`config.mk`:
```
export PLATFORM = sky130hd
export DESIGN_NAME = accel_instr_issuer
export DESIGN_NICKNAME = d
export VERILOG_FILES = /design/src/rtl/accel_pkg.sv /design/src/rtl/accel_instr_issuer_fifo.sv /design/src/rtl/accel_instr_issuer.sv
export SDC_FILE = /design/constraint.sdc
export NUM_CORES = 1
export LEC_CHECK = 0
export BUFFER_PORTS_ARGS = -buffer_cell sky130_fd_sc_hd__buf_2
export CORE_ASPECT_RATIO = 0.6
export CORE_MARGIN = 2
export CORE_UTILIZATION = 59
export DETAILED_ROUTE_END_ITERATION = 8
export PLACE_DENSITY_LB_ADDON = 0.1
export SLEW_MARGIN = 10
export SYNTH_ARGS = -nofsm -noshare
export SYNTH_HDL_FRONTEND = slang
export SYNTH_SLANG_ARGS = --single-unit
```
`constraint.sdc`:
```
create_clock -name i_clk -period 7.6 [get_ports i_clk]
set_input_delay 0 -clock i_clk [delete_from_list [all_inputs] [get_ports i_clk]]
set_output_delay 0 -clock i_clk [all_outputs]
set_load 0.02 [all_outputs]
```
`src/rtl/accel_pkg.sv`:
```
// Shared definitions for the accelerator instruction issuer: opcode field,
// NOP word, FSM state encoding and the instruction word type.
package accel_pkg;

  localparam int OP_MSB = 63;
  localparam int OP_LSB = 60;

  localparam logic [3:0]  OP_READ_OUT = 4'hF;
  localparam logic [63:0] NOP         = 64'h0;

  typedef logic [63:0] instr_t;

  typedef enum logic {
    ST_IDLE     = 1'b0,
    ST_WAIT_RES = 1'b1
  } state_t;

  function automatic logic is_read_out(input instr_t instr);
    return instr[OP_MSB:OP_LSB] == OP_READ_OUT;
  endfunction

endpackage

```
`src/rtl/accel_instr_issuer_fifo.sv`:
```
// Synchronous, non-bypassing instruction FIFO with MSB-wrap pointers.
// Push is refused while full and pop is ignored while empty.
module issuer_fifo #(
  parameter int DEPTH = 8,
  parameter int W     = 64
) (
  input  logic         i_clk,
  input  logic         i_rst_n,
  input  logic         i_push,
  input  logic [W-1:0] i_data,
  input  logic         i_pop,
  output logic         o_full,
  output logic         o_empty,
  output logic [W-1:0] o_head
);

  localparam int AW = $clog2(DEPTH);
  localparam logic [AW:0] PTR_ONE = {{AW{1'b0}}, 1'b1};

  logic [AW:0]  r_wr_ptr;
  logic [AW:0]  r_rd_ptr;
  logic [W-1:0] r_mem [DEPTH];
  logic         w_push;
  logic         w_pop;

  assign o_empty = (r_wr_ptr == r_rd_ptr);
  assign o_full  = (r_wr_ptr[AW] != r_rd_ptr[AW]) &&
                   (r_wr_ptr[AW-1:0] == r_rd_ptr[AW-1:0]);
  assign w_push  = i_push && !o_full;
  assign w_pop   = i_pop && !o_empty;
  assign o_head  = r_mem[r_rd_ptr[AW-1:0]];

  always_ff @(posedge i_clk or negedge i_rst_n) begin
    if (!i_rst_n) begin
      r_wr_ptr <= '0;
      r_rd_ptr <= '0;
    end else begin
      if (w_push) r_wr_ptr <= r_wr_ptr + PTR_ONE;
      if (w_pop)  r_rd_ptr <= r_rd_ptr + PTR_ONE;
    end
  end

  // Storage needs no reset: the head is only consumed while non-empty.
  always_ff @(posedge i_clk) begin
    if (w_push) r_mem[r_wr_ptr[AW-1:0]] <= i_data;
  end

endmodule

```
`src/rtl/accel_instr_issuer.sv`:
```
// Host-side issue engine: queues host instructions, issues them to the
// accelerator under back-pressure and captures READ_OUT results.
// Optional ACCEL_ISSUER_STATS_EN adds saturating issue/stall counters.
module accel_instr_issuer
  import accel_pkg::*;
#(
  parameter int FIFO_DEPTH = 8,
  parameter int RES_LAT    = 4
) (
  input  logic        i_clk,
  input  logic        i_rst_n,
  input  instr_t      i_host_instr,
  input  logic        i_host_valid,
  output logic        o_host_ready,
  output instr_t      o_accelerator_input,
  input  logic        i_accelerator_full,
  input  logic [31:0] i_accelerator_output,
  output logic [31:0] o_result,
  output logic        o_result_valid,
  output logic        o_busy,
`ifdef ACCEL_ISSUER_STATS_EN
  output logic [15:0] o_instr_count,
  output logic [15:0] o_stall_count,
`endif
  output state_t      o_state
);

  localparam int CW = $clog2(RES_LAT + 1);
  localparam logic [CW-1:0] CNT_LOAD = CW'(RES_LAT);
  localparam logic [CW-1:0] CNT_ONE  = CW'(1);

  state_t          r_state;
  state_t          w_state_nxt;
  logic [CW-1:0]   r_cnt;
  instr_t          r_acc_in;
  logic [31:0]     r_result;
  logic            r_result_valid;
  logic            w_full;
  logic            w_empty;
  instr_t          w_head;
  logic            w_issue;
  logic            w_capture;

  issuer_fifo #(
    .DEPTH (FIFO_DEPTH),
    .W     (64)
  ) u_fifo (
    .i_clk   (i_clk),
    .i_rst_n (i_rst_n),
    .i_push  (i_host_valid),
    .i_data  (i_host_instr),
    .i_pop   (w_issue),
    .o_full  (w_full),
    .o_empty (w_empty),
    .o_head  (w_head)
  );

  always_comb begin
    w_state_nxt = r_state;
    w_issue     = 1'b0;
    w_capture   = 1'b0;
    case (r_state)
      ST_IDLE: begin
        if (!w_empty && !i_accelerator_full) begin
          w_issue = 1'b1;
          if (is_read_out(w_head)) w_state_nxt = ST_WAIT_RES;
        end
      end
      ST_WAIT_RES: begin
        if (r_cnt == '0) begin
          w_capture   = 1'b1;
          w_state_nxt = ST_IDLE;
        end
      end
      default: w_state_nxt = ST_IDLE;
    endcase
  end

  always_ff @(posedge i_clk or negedge i_rst_n) begin
    if (!i_rst_n) begin
      r_state        <= ST_IDLE;
      r_cnt          <= '0;
      r_acc_in       <= NOP;
      r_result       <= 32'h0;
      r_result_valid <= 1'b0;
    end else begin
      r_state        <= w_state_nxt;
      r_acc_in       <= w_issue ? w_head : NOP;
      r_result_valid <= w_capture;
      if (w_capture) r_result <= i_accelerator_output;
      if (w_issue && is_read_out(w_head)) r_cnt <= CNT_LOAD;
      else if (r_state == ST_WAIT_RES && r_cnt != '0) r_cnt <= r_cnt - CNT_ONE;
    end
  end

`ifdef ACCEL_ISSUER_STATS_EN
  logic [15:0] r_instr_count;
  logic [15:0] r_stall_count;

  always_ff @(posedge i_clk or negedge i_rst_n) begin
    if (!i_rst_n) begin
      r_instr_count <= 16'h0;
      r_stall_count <= 16'h0;
    end else begin
      if (w_issue && r_instr_count != 16'hFFFF)
        r_instr_count <= r_instr_count + 16'd1;
      if (r_state == ST_IDLE && !w_empty && i_accelerator_full && r_stall_count != 16'hFFFF)
        r_stall_count <= r_stall_count + 16'd1;
    end
  end

  assign o_instr_count = r_instr_count;
  assign o_stall_count = r_stall_count;
`endif

  assign o_host_ready        = !w_full;
  assign o_accelerator_input = r_acc_in;
  assign o_result            = r_result;
  assign o_result_valid      = r_result_valid;
  assign o_busy              = !w_empty || (r_state == ST_WAIT_RES);
  assign o_state             = r_state;

endmodule

```
==> flow_summary_export.csv <==
group,metric,value,unit
worst_setup_path,worstSetupPathType,"register to register",
placement,place_congestion,0.723,
clock_tree,clock_tree.root_cell,"clkbuf_16",
timing,final_hold_viol_count,0,
timing,grt_setup_unrepaired,"no",
routing,drt-wirelength-per-cell,23.1,um
synthesis,synthDistinctLibCells,36,
clock_tree,ctsHtreeMaxLevel,2,
timing,finalMaxSlewViolations,0,
synthesis,yosys_top_cell_by_area,"edfxtp_1",
clock_tree,clock_sinks,621,
worst_setup_path,worstPathCellList,"xnor2_1, a41oi_2, nand2_1, nor2_4, buf_4",
timing,slew-limit-headroom,30.6,%
synthesis,ys.flop_type,"edfxtp_1",
worst_setup_path,crit_arrival,4070,ps
synthesis,syn_area_per_cell,21.2,sq um
clock_tree,clk_transition_reported_paths,70,ps
timing,whs,144,ps
placement,placedCellCount,1762,
worst_setup_path,ff2ff_setup_slack,3740,ps
synthesis,post_synth_instance_area,23000,sq um
synthesis,synth.yosys.warnings,0,
die,placeableCoreArea,38100,sq um
global_routing,grt_util_all_layers,23.0,%
global_routing,grt_pass1_vias,11400,
placement,hpwlAfterDp,24700,um
run,drv_cap,0,
power_and_ir_drop,p_leak,9.97,nW
layout,syn2layout_area_growth,18.1,%
die,pin_count,200,
clock_tree,numCtsBuffers,52,
synthesis,ff_latch_count_synth,621,
routing,postRouteAntennaNets,0,
synthesis,number_of_nets_in_the_synthesized_netlist,1189,
clock_tree,clk_path_buf_depth,3,
synthesis,synth_top_cell_area_share,66.8,%
timing,tightest_slew,1040,ps
global_routing,grt_start_max_net_pins,69,
clock_tree,tritoncts_clock_tree,"yes",
die,die_footprint,40700,sq um
worst_setup_path,cp_max_fo,38,
synthesis,synth_sequential_area_ratio,78.7,%
clock_tree,cts.repair.resized,0,
die,row_cnt,55,
routing,drc,0,
timing,finalWorstPathRequiredPeriod,3860,ps
routing,vias_per_cell,5.67,
global_routing,grt.overflow.total,0,
timing,setup-tns-final,0,ps
layout,drive_above_1_share,29.9,%
worst_setup_path,end_kind,"register",
worst_setup_path,crit_path_start_kind,"register",
power_and_ir_drop,vdd.ir_drop.worst,0.000306,V
run_status,outcome,"completed",
routing,postRouteWirelength,45400,um
min_path,class_of_the_most_critical_hold_timing_path,"input pin to register",
synthesis,yosys.cell_count.top_type,"edfxtp_1",
synthesis,number_of_enable_type_register_cells_in_the_synthesized_netlist,512,
worst_setup_path,data_required_time_at_the_worst_endpoint,7810,ps
synthesis,synth_top_cells_by_area,"edfxtp_1, mux4_2, dfrtp_1",
layout,instances_no_fill,1962,
power_and_ir_drop,power.total,10.2,mW
routing,vias,11100,
worst_setup_path,cp_slowest_stage_delay,900,ps
timing,clock.fmax,0.259,GHz
synthesis,most_frequent_cells_after_synthesis,"edfxtp_1, mux4_2, dfrtp_1",
die,initial_core_util,60.5,%
clock_tree,clock_latency,580,ps
placement,port-buffer-count,199,
worst_setup_path,critPathSlowestCell,"dfrtp_4",
timing,timing.final.setup_violations,0,
die,dieWidth,259,um
synthesis,postSynth.asyncResetShare,17.6,%
die,chipHeight,157,um
global_routing,grt_pass1_wl,69000,um
global_routing,antenna_found_initial,3,
timing,period_share,50.8,%
timing,clock_skew,15.5,ps
routing,drt_first_pass_iters,5,
synthesis,synthesis.instances,1085,
power_and_ir_drop,power_density,375,nW/um^2
routing,drt_iter0_drc,930,
layout,fin_nets,1507,
## placed cells by master, fill, tap and decap left out, types with 3 or more instances in the layout
master         count
nand2b_1           4
buf_2            198
inv_1              5
edfxtp_1         512
dfrtp_4            3
nand2_1          100
mux4_2           127
xor2_1             5
ha_1               4
buf_4             17
clkinv_1           3
mux2i_1           65
clkbuf_1          24
clkinv_2           7
clkbuf_8           7
dlygate4sd3_1     99
nor2_4             5
nor2_1            65
xnor2_1            7
clkbuf_16         53
bufinv_16          3
nand3_1            3
dfrtp_1          106
## registers in the layout, summed over array words and instances (netlist names)
signal	count
u_fifo.r_mem	512
o_result_valid	1
u_fifo.r_rd_ptr	4
u_fifo.r_wr_ptr	4
r_cnt	3
o_accelerator_input	64
o_state	1
o_result	32
## where the power goes
part,internal (mW),switching (mW)
combinational,1.24,1.57
sequential,4.40,0.371
clock,1.46,1.15
## worst paths after layout
check                                         startpoint                      end  cells after the start
worst max-delay path                  u_fifo.r_rd_ptr[2]      u_fifo.r_mem[5][56]                      5
min in group asynchronous                        i_rst_n  o_accelerator_input[11]                      3
worst max register to register        u_fifo.r_rd_ptr[2]      u_fifo.r_mem[5][56]                      5
worst min register to register              o_result[27]             o_result[27]                      2
worst min-delay path            i_accelerator_output[12]             o_result[12]                      4
max in group asynchronous                        i_rst_n  o_accelerator_input[12]                      4
## area by class of cell
class | instances | area [sq um]
Antenna cell | 2 | 5.00
Clock buffer | 84 | 1510
Clock inverter | 14 | 149
Fill cell | 2308 | 10900
Inverter | 7 | 27.5
Multi-Input combinational cell | 405 | 4580
Sequential cell | 621 | 18100
Tap cell | 513 | 642
Timing Repair Buffer | 316 | 2150
## routing by layer
metal	up-vias	routed length, um	share of wire, %	global-route usage [%]
met5	-	0	0	0
met1	5835	20300	45	34.7
met4	0	812	1.8	5.34
met3	69	2490	5.5	3.72
met2	314	21800	48	36.1
li1	4907	-	-	-
## critical path, delay by kind of cell (launching register included)
family          cells  cell delay (ps)
flops               1              900
buf+inv             1              720
simple gates        2             1070
xor+xnor            1              280
compound gates      1              440
## repair_timing
| action | 4_1_cts | 5_1_grt |
|---|---|---|
| hold buffers | 100 | 0 |
| endpoints found under the hold margin | 596 | 0 |
| setup buffers | 0 | 0 |
## cell families (layout without fill, tap and decap cells)
logic type / Yosys count / after routing / share of synthesized area (%)
other cells: 0 / 2 / 0
fa+ha+maj: 4 / 4 / 0.217
flops: 621 / 621 / 78.7
buf+inv: 59 / 421 / 1.72
simple gates: 187 / 187 / 3.21
mux: 195 / 195 / 15.5
compound gates: 6 / 6 / 0.212
xor+xnor: 13 / 13 / 0.527
## stage by stage
| stage | worst slack (ps) | utilization (%) | instance area, sq um |
|---|---|---|---|
| 6_report | 3740 | 71.4 | 27200 |
| 5_1_grt | 3430 | 71.4 | 27200 |
| 4_1_cts | 3700 | 71.4 | 27200 |
| 3_5_place_dp | 3710 | 64.4 | 24500 |
| 3_3_place_gp | 3750 | 64.4 | 24500 |
| 2_1_floorplan | 1430 | - | 23000 |
No activity file was read; power rests on OpenSTA's default activity.
